<file path="config.mk">
export PLATFORM = sky130hd
export DESIGN_NAME = team_06_pwm_audio_out
export DESIGN_NICKNAME = d
export VERILOG_FILES = /design/src/rtl/team_06_audio_pkg.sv /design/src/rtl/team_06_pwm_timebase.sv /design/src/rtl/team_06_pwm_audio_out.sv
export SDC_FILE = /design/constraint.sdc
export NUM_CORES = 1
export LEC_CHECK = 0
export CAP_MARGIN = 25
export CORE_MARGIN = 2
export CORE_UTILIZATION = 56
export DETAILED_ROUTE_END_ITERATION = 8
export GPL_TIMING_DRIVEN = 0
export HOLD_SLACK_MARGIN = 0.12
export PLACE_DENSITY = 0.87
export SLEW_MARGIN = 20
export SYNTH_ARGS = -nofsm -noshare
export SYNTH_HDL_FRONTEND = slang
export SYNTH_HIERARCHICAL = 1
export SYNTH_SLANG_ARGS = --single-unit
</file>
<file path="constraint.sdc">
create_clock -name clk -period 2.4 [get_ports clk]
set_input_delay 0.6 -clock clk [delete_from_list [all_inputs] [get_ports clk]]
set_output_delay 0.6 -clock clk [all_outputs]
set_load 0.1 [all_outputs]
</file>
<file path="src/rtl/team_06_audio_pkg.sv">
// Shared types and constants for the team_06 PWM audio output stage.
// The LFSR helper is only referenced when TEAM_06_PWM_DITHER_EN is defined.
package team_06_audio_pkg;

  typedef enum logic [1:0] {
    OFF       = 2'd0,
    RAMP_UP   = 2'd1,
    RUN       = 2'd2,
    RAMP_DOWN = 2'd3
  } pwm_state_t;

  localparam logic [7:0] AUDIO_MID = 8'd128;
  localparam logic [7:0] LFSR_SEED = 8'hA5;
  // Right-shift Galois toggle mask for x^8 + x^6 + x^5 + x^4 + 1.
  localparam logic [7:0] LFSR_TAPS = 8'hB8;

  function automatic logic [7:0] lfsr_next(input logic [7:0] s);
    return {1'b0, s[7:1]} ^ (s[0] ? LFSR_TAPS : 8'h00);
  endfunction

endpackage

</file>
<file path="src/rtl/team_06_pwm_timebase.sv">
// PWM timebase: CLK_DIV prescaler feeding an 8-bit free-running PWM counter.
// boundary marks the last tick of a PWM period (pwm_cnt wraps 255 -> 0 on it).
module team_06_pwm_timebase #(
  parameter int unsigned CLK_DIV = 2
) (
  input  logic       clk,
  input  logic       rst,
  output logic       tick,
  output logic [7:0] pwm_cnt,
  output logic       boundary
);

  localparam int unsigned DivW = (CLK_DIV > 1) ? $clog2(CLK_DIV) : 1;
  localparam logic [DivW-1:0] DivMax = DivW'(CLK_DIV - 1);

  logic [DivW-1:0] div_cnt_q;
  logic [7:0]      pwm_cnt_q;

  always_ff @(posedge clk) begin
    if (rst) begin
      div_cnt_q <= '0;
      pwm_cnt_q <= 8'd0;
    end else if (tick) begin
      div_cnt_q <= '0;
      pwm_cnt_q <= pwm_cnt_q + 8'd1;
    end else begin
      div_cnt_q <= div_cnt_q + DivW'(1);
    end
  end

  assign tick     = (div_cnt_q == DivMax);
  assign pwm_cnt  = pwm_cnt_q;
  assign boundary = tick && (pwm_cnt_q == 8'hFF);

endmodule

</file>
<file path="src/rtl/team_06_pwm_audio_out.sv">
// PWM audio output: latches samples at period boundaries, ramps duty on enable changes.
// Optional dither on loaded samples when TEAM_06_PWM_DITHER_EN is defined.
module team_06_pwm_audio_out
  import team_06_audio_pkg::*;
#(
  parameter int unsigned CLK_DIV   = 2,
  parameter int unsigned RAMP_STEP = 8
) (
  input  logic       clk,
  input  logic       rst,
  input  logic [7:0] audio_in,
  input  logic       enable,
  output logic       pwm_out,
  output logic       sample_req,
  output logic       active
);

  logic       tick;
  logic       boundary;
  logic [7:0] pwm_cnt;

  team_06_pwm_timebase #(
    .CLK_DIV (CLK_DIV)
  ) u_timebase (
    .clk      (clk),
    .rst      (rst),
    .tick     (tick),
    .pwm_cnt  (pwm_cnt),
    .boundary (boundary)
  );

  pwm_state_t state_q;
  logic [7:0] duty_q;
  logic       sample_req_q;
  logic       upd;

  // boundary already implies tick; both are named to keep the timebase contract visible.
  assign upd = boundary && tick;

  logic [8:0] ramp_up_sum;
  logic [7:0] duty_up;
  logic [7:0] duty_dn;
  logic [7:0] run_duty;

  always_comb begin
    ramp_up_sum = {1'b0, duty_q} + 9'(RAMP_STEP);
    duty_up     = (ramp_up_sum >= {1'b0, AUDIO_MID}) ? AUDIO_MID : ramp_up_sum[7:0];
    duty_dn     = ({1'b0, duty_q} > 9'(RAMP_STEP)) ? (duty_q - 8'(RAMP_STEP)) : 8'd0;
  end

`ifdef TEAM_06_PWM_DITHER_EN
  logic [7:0] lfsr_q;
  logic [8:0] dith_sum;

  always_ff @(posedge clk) begin
    if (rst) begin
      lfsr_q <= LFSR_SEED;
    end else if (upd) begin
      lfsr_q <= lfsr_next(lfsr_q);
    end
  end

  always_comb begin
    dith_sum = {1'b0, audio_in} + {8'd0, lfsr_q[0]};
    run_duty = dith_sum[8] ? 8'hFF : dith_sum[7:0];
  end
`else
  assign run_duty = audio_in;
`endif

  always_ff @(posedge clk) begin
    if (rst) begin
      state_q      <= OFF;
      duty_q       <= 8'd0;
      sample_req_q <= 1'b0;
    end else begin
      sample_req_q <= 1'b0;
      if (upd) begin
        unique case (state_q)
          OFF: begin
            if (enable) begin
              state_q <= RAMP_UP;
              duty_q  <= duty_up;
            end else begin
              duty_q  <= 8'd0;
            end
          end
          RAMP_UP: begin
            if (!enable) begin
              state_q <= RAMP_DOWN;
            end else begin
              duty_q <= duty_up;
              if (duty_up == AUDIO_MID) state_q <= RUN;
            end
          end
          RUN: begin
            if (enable) begin
              duty_q       <= run_duty;
              sample_req_q <= 1'b1;
            end else begin
              state_q <= RAMP_DOWN;
              duty_q  <= AUDIO_MID;
            end
          end
          RAMP_DOWN: begin
            if (enable) begin
              state_q <= RAMP_UP;
            end else begin
              duty_q <= duty_dn;
              if (duty_dn == 8'd0) state_q <= OFF;
            end
          end
          default: state_q <= OFF;
        endcase
      end
    end
  end

  assign pwm_out    = (state_q != OFF) && (pwm_cnt < duty_q);
  assign sample_req = sample_req_q;
  assign active     = (state_q != OFF);

endmodule

</file>
# Yosys cells after proc, flatten, opt, wreduce, memory -nomap -nowiden
# Index checks and enable logic that the tools add are counted.
[op_classes]
mux = 15
eq_ne = 11
n_div = 0
order_cmp = 3
bitwise_logic = 2
n_mul = 0
reduce_logical = 10
add_sub_neg = 4
shifts = 0
[ops]
columns = ["cell", "n"]
rows = [
  ["two-way mux 8 bit", 6],
  ["case mux 8 bit (4 select lines)", 1],
  ["== test 8 bit (second input constant)", 2],
  ["two-way mux 2 bit", 6],
  ["adder 8 x 4 -> 9 bit (second input constant)", 1],
  ["greater-or-equal comparator 9 x 8 -> 1 bit (second input constant)", 1],
  ["adder 8 x 1 -> 8 bit (second input constant)", 1],
  ["greater-than comparator 8 x 4 -> 1 bit (second input constant)", 1],
  ["logical NOT 8 bit", 1],
  ["less-than comparator 8 bit", 1],
  ["inequality test 2 bit (second input constant)", 4],
  ["case mux 2 bit (4 select lines)", 1],
  ["subtractor 8 x 4 -> 8 bit (second input constant)", 1],
  ["inequality test 3 bit (second input constant)", 2],
  ["AND reduction 5 bit", 1],
  ["== test 2 bit (second input constant)", 2],
  ["logical AND 1 bit", 3],
  ["AND reduction 3 bit", 1],
  ["OR reduction 3 bit", 1],
  ["== test 2 x 1 -> 1 bit (second input constant)", 1],
  ["logical NOT 2 bit", 1],
  ["inverter 1 bit", 2],
  ["nonzero test 2 bit", 1],
  ["OR reduction 2 bit", 1],
  ["other kinds (2)", 2],
]
[totals]
word_cells = 50
ff_bits = 20
n_memories = 0
mem_bits_rw = 0
romBits = 0
latch_bits = 0

# Longest topological paths before layout
# Gate-level depths: netlist of run 1.
[depth]
ltp_word = 7
depth_mapped = 8

# Modules after synthesis
# The synthesis of run 1 kept the hierarchy.
[modules_own_cells]
columns = ["mod", "instances", "area_each_um2", "cells_each"]
rows = [
  ["team_06_pwm_audio_out", 1, 1068.5, 132],
  ["team_06_pwm_timebase", 1, 371.6, 41],
]

# Worst setup path before layout of run 1
# OpenSTA, ideal clock, no wires.
[synth_timing]
path_kind = "reg2out"
start = "register duty_q[1]"
end = "output pwm_out"
t_arrival_ns = 2.027
setup_slack_ns = -0.227
path_stages_with_launch = 7
n_path_buf = 0
cell_sequence = "dfxtp_1 -> inv_1 -> ha_1 -> a21o_1 -> a21o_1 -> a211oi_1 -> o31a_1"
[synth_between]
elab_chain_len = 2
[synth_lines]
columns = ["element", "line_no", "source"]
rows = [
  ["start: declaration", "team_06_pwm_audio_out.sv:33", "logic [7:0] duty_q;"],
  ["start signal: assignment", "team_06_pwm_audio_out.sv:83", "duty_q <= duty_up;"],
  ["start signal: assignment", "team_06_pwm_audio_out.sv:92", "duty_q <= duty_up;"],
  ["start signal: assignment", "team_06_pwm_audio_out.sv:98", "duty_q <= run_duty;"],
  ["less-than comparator 8 bit", "team_06_pwm_audio_out.sv:119", "assign pwm_out = (state_q != OFF) && (pwm_cnt < duty_q);"],
  ["logical AND 1 bit", "team_06_pwm_audio_out.sv:119", ""],
  ["end: declaration", "team_06_pwm_audio_out.sv:13", "output logic pwm_out,"],
]
# No other way between the ends.

# Worst setup path after layout of run 1
[layout_timing]
start = "register u_timebase.pwm_cnt_q[1] (netlist: u_timebase/pwm_cnt[1])"
end = "output pwm_out"
[layout_between]
elab_chain_len = 2
[layout_lines]
columns = ["element", "line_no", "source"]
rows = [
  ["start: declaration", "team_06_pwm_timebase.sv:17", "logic [7:0] pwm_cnt_q;"],
  ["start signal: assignment", "team_06_pwm_timebase.sv:25", "pwm_cnt_q <= pwm_cnt_q + 8'd1;"],
  ["less-than comparator 8 bit", "team_06_pwm_audio_out.sv:119", ""],
  ["logical AND 1 bit", "team_06_pwm_audio_out.sv:119", ""],
]
# No other way between the ends.

==> flow_summary.json, run 1 <==
{
  "grt_max_degree": 13,
  "crit_arrival_ns": 1.86,
  "internal_power_mw": 0.5308,
  "layoutNonFillerInstCount": 222,
  "final_net_count": 220,
  "cts.root.buffer_cell": "sky130_fd_sc_hd__clkbuf_4",
  "grt_usage_pct": 26.55,
  "slew_violations": 0,
  "synth.distinct_cells": 47,
  "synth.mux.area_fraction_pct": 5.908,
  "first_pass_grt_wire_length_um": 5706,
  "power.leakage_nw": 0.7093,
  "report.final.setup_viol": 1,
  "syn_avg_cell_area_um2": 8.324,
  "worst_path_fanout_max": 4,
  "cts.htree.levels": 1,
  "drt-initial-drc-count": 72,
  "dominantRegCellSynth": "sky130_fd_sc_hd__dfxtp_1",
  "reg2regPathDepth": 8,
  "hold_viol": 0,
  "number_of_antenna_cells_inserted": 0,
  "fin_area_um2": 1753,
  "timing.slew.headroom_pct": 35.88,
  "clock_path_buffers": 2,
  "port_buffers": 13,
  "power.net_switching_mw": 0.1460,
  "share_of_total_power_in_sequential_cells_pct": 50.1,
  "tritoncts": "yes",
  "synth.yosys.warnings": 6,
  "worst_clock_skew_ns": 0.003897,
  "max_freq_mhz": 407.3,
  "critPathKind": "reg2out",
  "violations": "setup timing",
  "routed_wirelength_um": 3577,
  "antenna_viol_nets_final": 0,
  "chipWidth_um": 54.71,
  "viasPerCell": 6.252,
  "comb_power_share_pct": 7.7,
  "grt_pass1_vias": 1355,
  "synth-seq-cells": 20,
  "worst_ir_drop_vdd_mv": 0.3970,
  "dpl.hpwl_um": 2552,
  "finalCriticalPeriod_ns": 2.455,
  "tritoncts_num_sinks": 20,
  "clkPwrFrac_pct": 42.2,
  "outcome": "complete, but fails checks",
  "final_cell_mix": "14 x sky130_fd_sc_hd__inv_1, 14 x sky130_fd_sc_hd__nand2_1, 14 x sky130_fd_sc_hd__ha_1",
  "synth.yosys.seq_area_share_pct": 27.80,
  "power.switching_fraction_pct": 21.58,
  "mappedNetlistNets": 200,
  "synth-compound-area-share_pct": 21.81,
  "timing.max_cap.violations": 0,
  "cts_made_buffers": 3,
  "rows": 18,
  "utilization_pct": 71.41,
  "timing_worst_slew_pin_value_ns": 0.9603,
  "postLayoutSetupSlackWorst_ns": -0.05539,
  "gr-total-overflow": 0,
  "synth_edf_count": 0,
  "endpoint_kind": "output port",
  "synth-async-reset-ratio_pct": 0,
  "floorplan.initialDensity_pct": 58.66,
  "final_min_period_over_clock_period_pct": 102.3,
  "globalplace.congestion": 0.9113,
  "final.setup.tns_ns": -0.05539,
  "cts.clk_slew.worst_paths_ns": 0.12,
  "critical_path.reg2reg.startpoint": "u_timebase/pwm_cnt[0]$_SDFFE_PP0P_",
  "r2r_setup_slk_ns": 0.23,
  "core_um2": 2455,
  "worst_skew_pair.late_latency_ns": 0.32,
  "synth_simple_gate_area_share_pct": 20.42,
  "reg2reg_to": "duty_q[1]$_SDFFE_PP0P_",
  "worst_setup_path_startpoint": "u_timebase/pwm_cnt[1]$_SDFFE_PP0P_",
  "grt_setup_unrepaired": "true",
  "number_of_vias_after_detailed_routing": 1388,
  "area.growth.synth_to_final_pct": 21.72,
  "post_dp_cell_area_um2": 1609,
  "drt_pass1_iterations": 4,
  "die_height_um": 54.71,
  "avgRoutedWirePerCell_um": 16.11,
  "antenna_found_initial": 0,
  "placed_cells_incl_taps": 216,
  "yosys.area_share.adder_pct": 13.90,
  "required_ns": 1.80,
  "power_density_nw_per_um2": 386.1,
  "fraction_of_layout_cells_with_a_size_suffix_above_1_pct": 18.23,
  "largest_family_of_logic_cells_by_synthesized_area": "compound AO/OA/AOI/OAI gates",
  "design.die.area_um2": 2993,
  "mappedNetlistArea_um2": 1440,
  "drcViolationCount": 0,
  "startpoint_type": "flop",
  "synth_xor_xnor_area_share_pct": 3.041,
  "critPathCapture": "pwm_out",
  "syn_inst": 173,
  "worst_hold_check_path_type": "reg2reg",
  "boundaryPins": 14
}
==> flip-flops by register name, summed over array words and instances, names as in the netlist <==
register	count
duty_q	8
sample_req	1
state_q	2
u_timebase/pwm_cnt	8
u_timebase/tick	1
==> through the flow <==
| stage | hold WS, ns | power, mW | setup WS (ns) |
|---|---|---|---|
| finish | 0.5136 | 0.6768 | -0.05539 |
| global route | 0.5405 | 0.6946 | -0.09671 |
| CTS | 0.5182 | 0.6728 | -0.06002 |
| detailed placement | 0.4976 | 0.3974 | -0.8080 |
| global placement | 0.4853 | 0.3948 | -0.7981 |
| floorplan | 0.4709 | 0.3705 | 0.08638 |
==> what timing repair did <==
action,4_1_cts,5_1_grt
gates resized for setup,22,11
setup endpoints to repair,2,3
pin swaps,3,3
endpoints found under the hold margin,0,0
buffers inserted,1,1
hold buffers,0,0
==> cells by family after synthesis <==
family                   after synthesis
XOR/XNOR                               5
buffers and inverters                 23
AND/OR/NAND/NOR                       57
flip-flops                            20
multiplexers                           8
adder cells (fa/ha/maj)               16
AO/OA/AOI/OAI                         44
==> how the worst min path moves through the flow <==
stage               depth (start not counted)                     from  slack (ns)                       to
floorplan                                   2  state_q[1]$_SDFFE_PP0P_        0.47  state_q[1]$_SDFFE_PP0P_
global placement                            2  state_q[1]$_SDFFE_PP0P_        0.49  state_q[1]$_SDFFE_PP0P_
detailed placement                          2  state_q[0]$_SDFFE_PP0P_        0.50  state_q[0]$_SDFFE_PP0P_
CTS                                         2  state_q[1]$_SDFFE_PP0P_        0.52  state_q[1]$_SDFFE_PP0P_
global route                                2  state_q[1]$_SDFFE_PP0P_        0.54  state_q[1]$_SDFFE_PP0P_
finish                                      2  state_q[1]$_SDFFE_PP0P_        0.51  state_q[1]$_SDFFE_PP0P_
==> final cells by class <==
cell class	count	area (µm²)
Timing Repair Buffer	15	158.9
Multi-Input combinational cell	130	975.9
Clock inverter	1	30.03
Sequential cell	20	416.7
Fill cell	180	701.9
Tap cell	30	37.54
Clock buffer	3	22.52
Inverter	16	60.06
Buffer	7	51.30
==> Yosys cell counts, types with 5 or more instances <==
master / count / area, µm²
sky130_fd_sc_hd__a21oi_1: 7 / 35.03
sky130_fd_sc_hd__dfxtp_1: 20 / 400.4
sky130_fd_sc_hd__ha_1: 16 / 200.2
sky130_fd_sc_hd__inv_1: 16 / 60.06
sky130_fd_sc_hd__mux2i_1: 7 / 70.07
sky130_fd_sc_hd__nand2_1: 14 / 52.55
sky130_fd_sc_hd__nand3_1: 6 / 30.03
sky130_fd_sc_hd__nor2_1: 13 / 48.80
sky130_fd_sc_hd__nor3_1: 5 / 25.02
sky130_fd_sc_hd__o21ai_0: 7 / 35.03
==> power by group through the flow <==
stage / logic [mW] / registers [mW] / clock network [mW]
floorplan: 0.0230 / 0.347 / 0
global placement: 0.0466 / 0.348 / 0
detailed placement: 0.0487 / 0.349 / 0
CTS: 0.0497 / 0.341 / 0.282
global route: 0.0562 / 0.340 / 0.298
finish: 0.0522 / 0.339 / 0.285
==> worst max-delay path, stage by stage, from the launching register on <==
cell,delay (ns)
sky130_fd_sc_hd__dfxtp_4,0.38
sky130_fd_sc_hd__ha_4,0.23
sky130_fd_sc_hd__a21o_1,0.15
sky130_fd_sc_hd__a21o_1,0.17
sky130_fd_sc_hd__a211oi_2,0.23
sky130_fd_sc_hd__o31a_2,0.19
sky130_fd_sc_hd__buf_12,0.17
==> layer usage <==
metal / track usage [%] / vias up / share of wire [%]
met5: 0 / - / 0
met4: 16.67 / 0 / 2.3
met3: 4.372 / 10 / 5.8
met2: 43.85 / 59 / 49
met1: 31.61 / 646 / 43
li1: - / 673 / -
(Power assumes the default switching activity.)
==> run 2, diff against run 1 <==
Settings changed: SYNTH_HIERARCHICAL 1 to default.
==> flow_summary.json, run 2 <==
{
  "dpl.hpwl_um": 2449,
  "worst_ir_drop_vdd_mv": 0.3392,
  "synthDominantAreaCellType": "sky130_fd_sc_hd__dfxtp_1",
  "cts_made_buffers": 3,
  "dominantRegCellSynth": "sky130_fd_sc_hd__dfxtp_1",
  "routed_wirelength_um": 3536,
  "report.final.setup_viol": 1,
  "antenna_found_initial": 0,
  "boundaryPins": 14,
  "gr-total-overflow": 0,
  "syn_avg_cell_area_um2": 8.219,
  "design.die.area_um2": 2974,
  "area.growth.synth_to_final_pct": 20.56,
  "synth_top_cells_by_area": "sky130_fd_sc_hd__dfxtp_1 28%, sky130_fd_sc_hd__ha_1 14%, sky130_fd_sc_hd__nor2_1 4.2%",
  "drt_pass1_iterations": 4,
  "core_um2": 2455,
  "cpLargestDelayFamily": "compound AO/OA/AOI/OAI gates",
  "synth_top_cells_by_count": "20 x sky130_fd_sc_hd__dfxtp_1, 16 x sky130_fd_sc_hd__ha_1, 16 x sky130_fd_sc_hd__nor2_1",
  "final_net_count": 222,
  "grt_usage_pct": 25.39,
  "number_of_antenna_cells_inserted": 0,
  "fin_area_um2": 1724,
  "grt_pass1_vias": 1229,
  "netlist.area_leader.share_pct": 28.00,
  "cp.buffers_inverters": 3,
  "power_density_nw_per_um2": 343.9,
  "synth.yosys.warnings": 0,
  "synth-async-reset-ratio_pct": 0,
  "mappedNetlistArea_um2": 1430,
  "outcome": "complete, but fails checks",
  "crit_arrival_ns": 1.89,
  "hold_viol": 0,
  "port_buffers": 12,
  "critPathKind": "reg2out",
  "required_ns": 1.80,
  "yosys.cell_count.top_type": "sky130_fd_sc_hd__dfxtp_1",
  "avgRoutedWirePerCell_um": 15.79,
  "die_height_um": 54.54,
  "synth.distinct_cells": 45,
  "synth-seq-cells": 20,
  "antenna_viol_nets_final": 0,
  "finalCriticalPeriod_ns": 2.491,
  "viasPerCell": 6.103,
  "drt-initial-drc-count": 41,
  "synth.yosys.seq_area_share_pct": 28.00,
  "timing.slew.headroom_pct": 35.34,
  "syn_inst": 174,
  "post_dp_cell_area_um2": 1589,
  "worst_clock_skew_ns": 0.002174,
  "fraction_of_layout_cells_with_a_size_suffix_above_1_pct": 17.01,
  "worst_hold_check_path_type": "reg2reg",
  "cts.htree.levels": 1,
  "grt_setup_unrepaired": "true",
  "chipWidth_um": 54.54,
  "rows": 18,
  "violations": "setup timing",
  "mappedNetlistNets": 201,
  "cts.root.buffer_cell": "sky130_fd_sc_hd__clkbuf_4",
  "cts.clk_slew.worst_paths_ns": 0.12,
  "fin_total_pwr_mw": 0.5930,
  "number_of_vias_after_detailed_routing": 1367,
  "max_stage_delay_ns": 0.34,
  "worst_skew_pair.late_latency_ns": 0.31,
  "first_pass_grt_wire_length_um": 5340,
  "final_min_period_over_clock_period_pct": 103.8,
  "final_cell_mix": "16 x sky130_fd_sc_hd__nor2_1, 15 x sky130_fd_sc_hd__ha_1, 13 x sky130_fd_sc_hd__inv_1",
  "clock_path_buffers": 2,
  "floorplan.initialDensity_pct": 58.26,
  "worst_path_fanout_max": 5,
  "critical_path.cell_chain": "buf_6 -> inv_4 -> ha_4 -> a211oi_2 -> nor2_1 -> nor3_2 -> o31a_2 -> buf_12",
  "power.leakage_nw": 0.6676,
  "globalplace.congestion": 0.8972,
  "endpoint_kind": "output port",
  "cts-hold-fix-buffers": 0,
  "startpoint_type": "flop",
  "grt_max_degree": 12,
  "tritoncts_num_sinks": 20,
  "timing_worst_slew_pin_value_ns": 0.9669,
  "synth_edf_count": 0,
  "most_common_cell_after_layout_fill_and_taps_aside": "sky130_fd_sc_hd__nor2_1",
  "timing.max_cap.violations": 0,
  "postLayoutSetupSlackWorst_ns": -0.09144,
  "slew_violations": 0,
  "slowest_cp_cell": "sky130_fd_sc_hd__dfxtp_2",
  "drcViolationCount": 0,
  "tritoncts": "yes",
  "max_freq_mhz": 401.4
}
==> run 2: cell count changes after synthesis, sizes merged, moves of 3 or more <==
| cell | before | now |
|---|---|---|
| or3 | 4 | 1 |
| xnor2 | 1 | 5 |
| nor2 | 13 | 16 |
| buf | 6 | 1 |
| clkbuf | 1 | 5 |
| nor3 | 5 | 8 |
| a31oi | 4 | 0 |
==> run 2: final cells by class <==
cell class              count  area [µm²]
repair buffers             16       161.4
flip-flops and latches     20       415.4
multi-input cells         133       984.7
inverters                  15       58.81
plain buffers               6       30.03
well taps                  30       37.54
fillers                   184       730.7
clock buffers               4       36.28
==> run 2: cell families (layout without fill, tap and decap cells) <==
kind of cell | Yosys count | in the layout | synth area share [%]
simple gates | 63 | 63 | 22.92
compound gates | 39 | 39 | 19.86
buf+inv | 21 | 41 | 5.599
flops | 20 | 20 | 28.00
fa+ha+maj | 16 | 16 | 14.00
xor+xnor | 10 | 10 | 6.124
mux | 5 | 5 | 3.500
==> run 2: tightest hold or removal path: cells and delay by family (launching register included) <==
family        cells  cell delay, ns
mux               1            0.06
simple gates      1            0.07
flops             1            0.36
==> run 2: worst paths after layout <==
check | startpoint | to | cells after the start | slack [ns]
hold reg to reg | state_q[1]$_SDFFE_PP0P_ | state_q[1]$_SDFFE_PP0P_ | 2 | 0.52
setup / recovery | duty_q[5]$_SDFFE_PP0P_ | pwm_out | 8 | -0.09
setup reg to reg | duty_q[4]$_SDFFE_PP0P_ | state_q[0]$_SDFFE_PP0P_ | 7 | 0.20
hold / removal | state_q[1]$_SDFFE_PP0P_ | state_q[1]$_SDFFE_PP0P_ | 2 | 0.52
==> run 2: routing by layer <==
layer	part of all wire (%)	vias to the layer above	GRT usage (%)
met3	5.5	8	4.372
met2	47	56	40.36
met4	1.6	0	12.92
li1	-	662	-
met1	46	641	32.83
met5	0	-	0
==> run 2: report_power, final <==
part           internal, mW  switching (mW)
Clock                0.0928           0.112
Sequential            0.334         0.00505
Combinational        0.0258          0.0234
Total                 0.453           0.140
==> run 2: what timing repair did <==
action,in CTS,in global routing
gates resized for setup,15,19
hold endpoints to repair,0,0
setup endpoints to repair,2,2
setup buffers,0,4
pin swaps,0,3
==> run 2: through the flow <==
stage | setup WS (ns) | util [%] | std cells | TNS (ns) | hold WS, ns
global placement | -0.7283 | 64.73 | 216 | -0.8320 | 0.4834
floorplan | 0.1431 | - | 174 | 0 | 0.4677
detailed placement | -0.7380 | 64.73 | 216 | -0.8736 | 0.5052
global route | -0.1578 | 70.23 | 224 | -0.1578 | 0.5388
CTS | -0.1143 | 67.02 | 220 | -0.1143 | 0.5218
finish | -0.09144 | 70.23 | 224 | -0.09144 | 0.5168
